**config.mk**
```make
export PLATFORM = sky130hd
export DESIGN_NAME = fetch_unit
export DESIGN_NICKNAME = d
export VERILOG_FILES = /design/src/rtl/fetch_unit.sv
export SDC_FILE = /design/constraint.sdc
export NUM_CORES = 1
export LEC_CHECK = 0
export CAP_MARGIN = 0
export CORE_MARGIN = 3
export CORE_UTILIZATION = 56
export DETAILED_ROUTE_END_ITERATION = 7
export HOLD_SLACK_MARGIN = 0.1
export PLACE_DENSITY = 0.85
export SYNTH_ARGS = -nofsm -noshare
export SYNTH_HDL_FRONTEND = slang
export SYNTH_SLANG_ARGS = --single-unit
```
**constraint.sdc**
```tcl
create_clock -name clk -period 4.3 [get_ports clk]
set_input_delay 0.43 -clock clk [delete_from_list [all_inputs] [get_ports clk]]
set_output_delay 0.43 -clock clk [all_outputs]
set_load 0.1 [all_outputs]
```
**src/rtl/fetch_unit.sv**
```systemverilog
`timescale 1ns/1ps
`default_nettype none
// ============================================================================
//  Module      : fetch_unit
//  Description : Instruction fetch stage. Sequences the PC, issues one
//                outstanding request at a time to instruction memory, buffers
//                returned instructions in a small FIFO and hands them to the
//                decoder over a ready/valid handshake. Supports redirects and
//                a sticky halt that only reset clears.
//  Revision    : 1.0 - initial release
// ============================================================================
module fetch_unit #(
  parameter int                  PC_WIDTH = 8,
  parameter int                  DEPTH    = 2,
  parameter logic [PC_WIDTH-1:0] RESET_PC = '0
) (
  input  logic                clk,
  input  logic                n_rst,
  output logic                imem_req,
  output logic [PC_WIDTH-1:0] imem_addr,
  input  logic                imem_ready,
  input  logic                imem_rvalid,
  input  logic [7:0]          imem_rdata,
  input  logic                redirect,
  input  logic [PC_WIDTH-1:0] redirect_pc,
  input  logic                halt,
  output logic                out_valid,
  output logic [7:0]          out_instr,
  output logic [PC_WIDTH-1:0] out_pc,
  input  logic                out_ready,
  output logic                halted
);

  // Pointer width indexes DEPTH entries; the count needs one extra bit to
  // represent "full".
  localparam int                  c_AW      = $clog2(DEPTH);
  localparam int                  c_CW      = c_AW + 1;
  localparam logic [c_CW-1:0]     c_DEPTH   = c_CW'(DEPTH);
  localparam logic [c_CW-1:0]     c_CNT_ONE = c_CW'(1);
  localparam logic [c_AW-1:0]     c_PTR_ONE = c_AW'(1);
  localparam logic [PC_WIDTH-1:0] c_PC_ONE  = PC_WIDTH'(1);

  typedef enum logic [1:0] {
    ST_RUN    = 2'd0,
    ST_WAIT   = 2'd1,
    ST_DRAIN  = 2'd2,
    ST_HALTED = 2'd3
  } state_t;

  state_t              r_state;
  logic [PC_WIDTH-1:0] r_pc;
  logic [PC_WIDTH-1:0] r_req_pc;
  logic                r_halt_pend;

  logic [7:0]          r_instr_mem [DEPTH];
  logic [PC_WIDTH-1:0] r_pc_mem    [DEPTH];
  logic [c_AW-1:0]     r_rd_ptr;
  logic [c_AW-1:0]     r_wr_ptr;
  logic [c_CW-1:0]     r_count;

  logic w_is_halted;
  logic w_halt;
  logic w_redir;
  logic w_flush;
  logic w_req;
  logic w_accept;
  logic w_push;
  logic w_out_valid;
  logic w_pop;

  // Once halted, redirect and halt are ignored. Halt beats a simultaneous
  // redirect, so the redirect is qualified by !halt.
  assign w_is_halted = (r_state == ST_HALTED);
  assign w_halt      = halt && !w_is_halted;
  assign w_redir     = redirect && !w_is_halted && !halt;
  assign w_flush     = w_halt || w_redir;

  // Requests only from RUN with room in the buffer; never in a cycle that is
  // about to change the PC. Gated by reset so every output reads 0 in reset.
  assign w_req    = n_rst && (r_state == ST_RUN) && !r_halt_pend &&
                    (r_count < c_DEPTH) && !redirect && !halt;
  assign w_accept = w_req && imem_ready;

  // A response is kept only when it answers a live request (WAIT) and the
  // same cycle is not flushing the buffer.
  assign w_push = (r_state == ST_WAIT) && imem_rvalid && !w_flush;

  assign w_out_valid = (r_count != '0) && !r_halt_pend && !w_is_halted;
  assign w_pop       = w_out_valid && out_ready;

  assign imem_req  = w_req;
  assign imem_addr = r_pc;
  assign out_valid = w_out_valid;
  assign out_instr = r_instr_mem[r_rd_ptr];
  assign out_pc    = r_pc_mem[r_rd_ptr];
  assign halted    = w_is_halted;

  // Fetch sequencer: PC, request tracking, halt latch and state transitions.
  always_ff @(posedge clk or negedge n_rst) begin
    if (!n_rst) begin
      r_state     <= ST_RUN;
      r_pc        <= RESET_PC;
      r_req_pc    <= RESET_PC;
      r_halt_pend <= 1'b0;
    end else begin
      if (w_halt) begin
        r_halt_pend <= 1'b1;
      end
      if (w_redir) begin
        r_pc <= redirect_pc;
      end
      case (r_state)
        ST_RUN: begin
          if (r_halt_pend || w_halt) begin
            r_state <= ST_HALTED;
          end else if (w_accept) begin
            r_req_pc <= r_pc;
            r_pc     <= r_pc + c_PC_ONE;
            r_state  <= ST_WAIT;
          end
        end
        ST_WAIT: begin
          // A response coincident with halt/redirect completes the request
          // (and is dropped), so there is nothing left to drain.
          if (imem_rvalid) begin
            r_state <= (r_halt_pend || w_halt) ? ST_HALTED : ST_RUN;
          end else if (w_halt || w_redir) begin
            r_state <= ST_DRAIN;
          end
        end
        ST_DRAIN: begin
          if (imem_rvalid) begin
            r_state <= (r_halt_pend || w_halt) ? ST_HALTED : ST_RUN;
          end
        end
        ST_HALTED: begin
          r_state <= ST_HALTED;
        end
      endcase
    end
  end

  // Instruction buffer: circular FIFO; flush overrides any push or pop.
  always_ff @(posedge clk or negedge n_rst) begin
    if (!n_rst) begin
      r_rd_ptr <= '0;
      r_wr_ptr <= '0;
      r_count  <= '0;
      for (int i = 0; i < DEPTH; i++) begin
        r_instr_mem[i] <= '0;
        r_pc_mem[i]    <= '0;
      end
    end else if (w_flush) begin
      r_rd_ptr <= '0;
      r_wr_ptr <= '0;
      r_count  <= '0;
    end else begin
      if (w_push) begin
        r_instr_mem[r_wr_ptr] <= imem_rdata;
        r_pc_mem[r_wr_ptr]    <= r_req_pc;
        r_wr_ptr              <= r_wr_ptr + c_PTR_ONE;
      end
      if (w_pop) begin
        r_rd_ptr <= r_rd_ptr + c_PTR_ONE;
      end
      case ({w_push, w_pop})
        2'b10:   r_count <= r_count + c_CNT_ONE;
        2'b01:   r_count <= r_count - c_CNT_ONE;
        default: r_count <= r_count;
      endcase
    end
  end

endmodule
`default_nettype wire

```
* Word level (Yosys, flattened, before mapping)
Cells that the tools add are included.
** Word-level totals
- Word-level logic and storage cells :: 89
- Bits in registers :: 55
- Bits of input ports :: 23
- Output and inout bits :: 27
** Operators by class
- Equality and inequality tests :: 8
- Add/sub/neg operators :: 5
- Bitwise operators :: 4
- Reduce and logical (&&, ||, !) cells :: 30
- Magnitude comparators :: 4
- Multiplexer cells :: 27
** Operators by type and width (number)
- two-way mux 8 bit :: 11
- bitwise mux 16 bit :: 2
- logical AND 1 bit :: 15
- two-way mux 2 bit :: 7
- adder 8 x 1 -> 8 bit (second input constant) :: 1
- demux 8 bit (select 1 bit) :: 1
- case mux 2 bit (4 select lines) :: 1
- == test 2 bit (second input constant) :: 3
- AND reduction 3 bit :: 2
- nonzero test 2 bit :: 3
- logical NOT 1 bit :: 5
- == test 2 x 1 -> 1 bit (second input constant) :: 2
- greater-or-equal comparator 2 bit (second input constant) :: 2
- two-way mux 1 bit :: 4
- NOT 1 -> 2 bit :: 2
- case mux 2 bit (2 select lines) :: 1
- inequality test 3 x 2 -> 1 bit (second input constant) :: 1
- inequality test 3 bit (second input constant) :: 1
- nonzero test 3 bit :: 1
- adder 1 bit (second input constant) :: 2
- adder 2 x 1 -> 2 bit (second input constant) :: 1
- logical NOT 2 bit :: 1
- logical OR 1 bit :: 2
- < comparator 2 x 1 -> 1 bit (second input constant) :: 1
- other kinds (5) :: 6

* Logic depth before layout (Yosys ltp)
Gate-level depths: netlist of run 1.
- Depth after elaboration :: 10
- Mapped depth :: 7
- Mapped depth without buffers :: 5

* Least setup slack after synthesis of run 1
Ideal clock, no wire load.
- Path type :: register to output
- From :: register r_state[0]
- To :: output out_valid
- Data required time :: 3.870 ns
- Setup slack :: 0.625 ns
- Buffers on the path :: 1
- Data arrival time :: 3.245 ns
- Cell stages (with the launch flop) :: 5
- Cell sequence :: dfrtp_1 buf_2 nand2_1 inv_1 nor3_1
** Between the ends
- Cells in the longest elaborated chain, start to end :: 3
** Ends and longest elaborated chain
- start, declared :: line 50 : state_t r_state;
- start signal, assigned :: line 126 : r_state <= (r_halt_pend || w_halt) ? ST_HALTED : ST_RUN;
- start signal, assigned :: line 133 : r_state <= (r_halt_pend || w_halt) ? ST_HALTED : ST_RUN;
- == test 2 bit :: line 73 : assign w_is_halted = (r_state == ST_HALTED);
- named net halted :: line 31 : output logic halted
- logical NOT 1 bit :: line 88 : assign w_out_valid = (r_count != '0) && !r_halt_pend && !w_is_halted;
- logical AND 1 bit :: line 88
- end, declared :: line 27 : output logic out_valid,
The timed path passes the listed nets, and every way through them passes these cells.

* Final worst setup path of run 1
- From :: register r_rd_ptr
- To :: output out_instr[0]
** Between the ends
- Cells in the longest elaborated chain, start to end :: 4
** Ends and longest elaborated chain
- start, declared :: line 57 : logic [c_AW-1:0] r_rd_ptr;
- start signal, assigned :: line 164 : r_rd_ptr <= r_rd_ptr + c_PTR_ONE;
- NOT 1 -> 2 bit (not written as such) :: line 94 : assign out_instr = r_instr_mem[r_rd_ptr];
- two-way mux 8 bit (not written as such) (3 in series) :: line 94
- end, declared :: line 28 : output logic [7:0] out_instr,
No other way between the ends. The select of a mux whose other input is x is not followed.

==> results of run 1 <==
-- layout make-up --
class                      instances  area share [%]
tap                               52           2.016
inverter                           9           1.047
multi-input combinational        140           35.93
sequential                        55           42.64
clock inverter                     1          0.9302
clock buffer                       6           2.248
timing repair buffer              50           15.19
-- layout by cell type, fill, tap and decap left out, drive strengths merged, types with 4 or more instances in the layout --
cell type,instances
dfrtp,55
mux2,52
clkdlybuf4s50,47
nand2,24
o21ai,10
inv,9
nor2,8
a21oi,6
clkbuf,6
nand3,4
-- registers in the layout (all words and copies together), names as in the netlist --
signal / cells
r_state: 2
r_rd_ptr: 1
imem_addr: 8
r_pc_mem: 16
r_wr_ptr: 1
r_halt_pend: 1
r_count: 2
r_req_pc: 8
r_instr_mem: 16
-- power by group --
group | switching (mW) | leakage (nW) | internal [mW] | total (mW)
Clock | 0.155 | 0.0513 | 0.171 | 0.326
Sequential | 0.0243 | 0.730 | 0.537 | 0.561
Combinational | 0.168 | 0.713 | 0.0657 | 0.233
Total | 0.346 | 1.49 | 0.773 | 1.12
-- critical path, delay by kind of cell (launching register included) --
family / cells / cell delay (ps)
buffers and inverters: 1 / 1140
DFF: 1 / 820
muxes: 1 / 290
-- worst paths after layout --
check                                         start  cells past startpoint  slack (ps)                           to
min in group clk           r_pc_mem[14]$_DFFE_PN0P_                      1         500     r_pc_mem[14]$_DFFE_PN0P_
max in group asynchronous                     n_rst                      2        3520      r_pc_mem[5]$_DFFE_PN0P_
min reg2reg                r_pc_mem[14]$_DFFE_PN0P_                      1         500     r_pc_mem[14]$_DFFE_PN0P_
max                            r_rd_ptr$_DFFE_PN0P_                      2        1320                 out_instr[0]
max reg2reg                  r_state[1]$_DFFE_PN0P_                      3        2240  r_instr_mem[15]$_DFFE_PN0P_
min                                           n_rst                      2         320   r_instr_mem[1]$_DFFE_PN0P_
-- per-layer routing --
metal / vias up / wire [µm] / track usage, %
met2: 44 / 2237 / 31.80
met3: 6 / 214 / 3.872
met1: 862 / 2305 / 25.29
met5: - / 0 / 0
met4: 0 / 76 / 6.522
li1: 855 / - / -
-- through the flow --
stage	power (mW)	cells	hold slack (ps)	worst slack, ps	utilization, %
floorplan	0.7269	215	134.4	624.8	-
global placement	0.8021	306	469.6	1634	70.33
detailed placement	0.8049	306	479.7	1626	70.33
CTS	1.132	313	346.1	1275	72.64
global route	1.168	313	383.4	1216	72.64
finish	1.120	313	321.8	1321	72.64
-- kinds of logic after synthesis --
family,synth area share [%]
and+or+nand+nor,11.13
buffers and inverters,3.979
adders and majority gates,0.4736
DFF,52.11
muxes,22.93
AOI/OAI and AO/OA,8.054
xor gates and xnor gates,1.327
==> metrics.md, run 1 <==
| Metric | Value |
|---|---|
| GPL Wtd Cong | `0.8386` |
| Routed len/inst | `15.44 µm` |
| Mapped cell area | `2641 µm²` |
| Die ar. | `5576 µm²` |
| Clock Path Buffers | `2` |
| Clk slew on worst S/H paths | `90 ps` |
| Design area | `3228 µm²` |
| Synth top cells by count | `55 x dfrtp_1, 50 x mux2_2, 23 x nand2_1, 9 x inv_1, 8 x nor2_1` |
| Final Cycle Share | `69.28%` |
| LEAKAGE | `1.494 nW` |
| Post-CTS Hold Fix Bufs | `0` |
| Largest area contributor in the netlist | `dfrtp_1` |
| Largest stage delay, worst path | `1140 ps` |
| Status | `finished clean` |
| Initial antenna violation count | `0` |
| Distinct cells, synth | `43` |
| GRT overflow | `0` |
| Multi-input logic area | `1160 µm²` |
| Critical path peak fanout | `17` |
| Worst-Skew Late Latency | `300 ps` |
| Power Dens Cells | `346.9 nW/µm²` |
| Critical path, cell by cell | `mux2_2 > clkdlybuf4s50_1` |
| Fin. Hold Viols | `0` |
| H-tree depth | `2` |
| Worst Setup Start Kind | `flop` |
| Pin count of the biggest net entering global routing | `56` |
| Share of layout cells above drive strength 1 | `26.05%` |
| CTS tree | `done` |
| Post-CTS Repair Setup Buffers | `0` |
| Clock Sinks | `55` |
| Root Driver | `clkbuf_8` |
| Die H | `74.68 µm` |
| Cells after Synth | `215` |
| IO Count | `50` |
| EDFF count, synth | `0` |
| Synth warnings | `0` |
| Drt drc | `0` |
| Detailed router's first-iteration violation count | `106` |
| Worst Tran Pin Value | `1029 ps` |
| Number of synthesized register bits | `55` |
| Fin. max-slew vios | `0` |
| Ranking of synthesized cells by area | `dfrtp_1 52%, mux2_2 21%, nand2_1 3.3%` |
| Yosys top cell area share | `52.11%` |
| Crit. End Element | `output port` |
| Post-synth ARST share | `100.0%` |
| Seq. cell area | `1376 µm²` |
| Syn Nets | `239` |
| Ys flop type | `dfrtp_1` |
| Syn Area/Cell | `12.29 µm²` |
| Fillers | `331` |
| Setup_tns | `0 ps` |
| Kind of critical path | `flop to output port` |
| Vias in the first global route | `1716` |
| Diode count | `0` |
| Data required, critical path | `3870 ps` |
| Endpoints failing setup | `0` |
| HP Class | `input pin to asynchronous set/reset pin` |
| Cell with the most instances after synthesis | `dfrtp_1` |
| Post-Route WL | `4834 µm` |
| Final ANT Viol Nets | `0` |
| Die X | `74.68 µm` |
| Dpl cell area | `3126 µm²` |
| Min Tclk post-route | `2979 ps` |
| CTS Buf Count | `5` |
| Starting Density | `59.43%` |
| Vias/cell | `5.645` |
| HPWL Detailed | `3328 µm` |
| Max Cap Viol | `0` |
| Vias | `1767` |
| First-pass GRT wire length | `7990 µm` |
| Slew margin rel. | `30.88%` |
| Final net count | `285` |
| WP data arrival | `2550 ps` |
| Worst vdd rail ir drop | `253.8 µV` |
| CTS resizes | `0` |
| Achievable Freq | `335.7 MHz` |
| RSZ-0062 raised after global routing | `no` |
| Core Rows | `24` |
| Drt pass-1 iters | `4` |
| Slowest cell on crit path | `clkdlybuf4s50_1` |
| Register area share after synthesis | `52.11%` |
| Total track usage | `19.17%` |
| Core area | `4444 µm²` |
| Final Skew | `4.881 ps` |
| Layout area overhead | `22.22%` |
| PortBufs | `49` |
Power figures use the tool's default switching activity.
==> run 2, diff against run 1 <==
CORE_UTILIZATION = 52   (was 56)
PLACE_DENSITY = 0.8   (was 0.85)
clock period = 2.9 ns   (was 4.3 ns; I/O delays follow)
==> run 2 against run 1 <==
Core utilization decreased by 5.8 points; first-iteration DRC count is 48% lower; worst setup slack got worse by 520 ps; critical path type is now input pin to flop.
==> metrics.md, run 2 (synthesis results as in run 1) <==
| Metric | Value |
|---|---|
| Top Registers | `r_instr_mem x16, r_pc_mem x16` |
| HPWL Detailed | `3415 µm (+2.6%)` |
| Critical path peak fanout | `22 (+5)` |
| RSZ-0062 raised after global routing | `no` |
| Reg-to-reg startpoint | `r_count[1]$_DFFE_PN0P_` |
| Max Used Layer | `met4` |
| Core area | `4817 µm² (+8.4%)` |
| Placed cells | `322 (+5.2%)` |
| Routed len/inst | `14.78 µm (-4.3%)` |
| Detailed router's first-iteration violation count | `55 (-48%)` |
| Commonest non-fill, non-tap cell in the layout | `dfrtp_1` |
| WL met1 | `2366 µm (+2.6%)` |
| Final worst slack | `801.4 ps (-519.7 ps)` |
| Vias in the first global route | `1773 (+3.3%)` |
| Die H | `77.27 µm (+3.5%)` |
| R2r setup slk | `970 ps (-1270 ps)` |
| Setup_tns | `0 ps (unchanged)` |
| Final Skew | `4.148 ps (-0.7329 ps)` |
| Final Cycle Share | `72.36%` |
| Slew margin rel. | `49.66% (+19 points)` |
| Fin. Hold Viols | `0 (unchanged)` |
| Worst vdd rail ir drop | `320.7 µV (+26%)` |
| First-pass GRT wire length | `8549 µm (+7.0%)` |
| PortBufs | `49 (unchanged)` |
| CTS tree | `done` |
| Crit. End Element | `flop` |
| Worst Tran Pin Value | `755.2 ps (-273.9 ps)` |
| CTS resizes | `0 (unchanged)` |
| H-tree depth | `2 (unchanged)` |
| Drt drc | `0 (unchanged)` |
| Diode count | `0 (unchanged)` |
| Final ANT Viol Nets | `0 (unchanged)` |
| Post-Route WL | `4879 µm (+0.93%)` |
| Fin Hold WS | `181.8 ps (-140.1 ps)` |
| Worst Setup Start Kind | `input pin` |
| Endpoints failing setup | `0 (unchanged)` |
| Initial antenna violation count | `0 (unchanged)` |
| Critical Path Start | `redirect` |
| Clock Sinks | `55 (unchanged)` |
| Achievable Freq | `476.5 MHz` |
| Min Tclk post-route | `2099 ps` |
| Max Cap Viol | `0 (unchanged)` |
| Fillers | `374 (+13%)` |
| Post-CTS Repair Setup Buffers | `0 (unchanged)` |
| Total track usage | `17.91% (-1.3 points)` |
| Pre-CTS WS | `460.5 ps (-1165 ps)` |
| HP Class | `input pin to asynchronous set/reset pin` |
| Core Util, Final | `66.88% (-5.8 points)` |
| Clk slew on worst S/H paths | `90 ps (about the same)` |
| WP data arrival | `2300 ps (-250 ps)` |
| Multi-input logic area | `1165 µm² (+0.43%)` |
| Worst-Skew Late Latency | `300 ps (about the same)` |
| Seq. cell area | `1376 µm² (unchanged)` |
| Pin count of the biggest net entering global routing | `56 (unchanged)` |
| Tot Pwr | `1.686 mW (+51%)` |
| Drt pass-1 iters | `4 (unchanged)` |
| Clock Path Buffers | `2 (unchanged)` |
| GPL Wtd Cong | `0.8522 (+1.6%)` |
| Die ar. | `5971 µm² (+7.1%)` |
| Share of layout cells above drive strength 1 | `37.26% (+11 points)` |
| Final net count | `286 (+0.35%)` |
| Post-CTS Hold Fix Bufs | `0 (unchanged)` |
| Vias | `1752 (-0.85%)` |
| Fin. max-slew vios | `0 (unchanged)` |
| Design area | `3222 µm² (-0.19%)` |
| Die X | `77.27 µm (+3.5%)` |
| GRT overflow | `0 (unchanged)` |
| Vias/cell | `5.309 (-6.0%)` |
| CTS Buf Count | `5 (unchanged)` |
| Layout area overhead | `21.98%` |
| Dpl cell area | `3104 µm² (-0.68%)` |
| Core Rows | `25 (+4.2%)` |
| Starting Density | `54.83% (-4.6 points)` |
| Kind of critical path | `input pin to flop` |
| IO Count | `50 (unchanged)` |
| Power Dens Cells | `523.4 nW/µm² (+51%)` |
| LEAKAGE | `1.553 nW (+3.9%)` |
| Root Driver | `clkbuf_8` |
| Status | `finished clean` |
| Commonest cells after routing, fill and taps aside | `55 x dfrtp_1, 50 x mux2_2, 28 x buf_4` |
| Final cell count without fillers | `330 (+5.4%)` |
| Routed wl met2 | `2214 µm (-1.0%)` |
| Data required, critical path | `3100 ps (-770 ps)` |
| Metal3 WL | `229 µm (+7.0%)` |
## run 2: cell count changes in the layout (fill, tap and decap cells not counted)
| cell | delta |
|---|---|
| buf_12 | +1 |
| buf_4 | +26 |
| clkbuf_1 | -1 |
| clkbuf_8 | +1 |
| clkdlybuf4s50_1 | -26 |
| clkinv_2 | +1 |
| nor3_1 | -1 |
| nor3_2 | +1 |
## run 2: cell type report
class	instances	area share, %
sequential	55	42.72
multi-input combinational	140	36.16
timing repair buffer	51	13.83
tap	67	2.602
clock buffer	6	2.563
clock inverter	2	1.087
inverter	9	1.049
## run 2: final timing paths
kind,endpoint,cells past startpoint
max,imem_addr[4]$_DFF_PN0_,5
min,r_state[1]$_DFFE_PN0P_,2
max reg2reg,imem_addr[4]$_DFF_PN0_,4
min reg2reg,r_pc_mem[14]$_DFFE_PN0P_,1
max in group asynchronous,r_req_pc[1]$_DFFE_PN0P_,2
min in group clk,r_pc_mem[14]$_DFFE_PN0P_,1
## run 2: routing by layer
layer	vias up	track usage [%]
met5	-	0
met4	0	5.338
met3	7	4.225
met2	41	27.72
met1	842	25.08
li1	862	-
## run 2: power by group
| part | internal [mW] | switching [mW] | total [mW] | leakage (nW) |
|---|---|---|---|---|
| clock network | 0.279 | 0.237 | 0.516 | 0.0612 |
| logic | 0.0883 | 0.248 | 0.336 | 0.761 |
| registers | 0.796 | 0.0377 | 0.834 | 0.730 |
## run 2: critical path, cell delays in order
cell and delay, ps:
clkdlybuf4s50_1 590, nor4bb_2 380, nand2_1 450, o32a_1 480
o21a_1 100
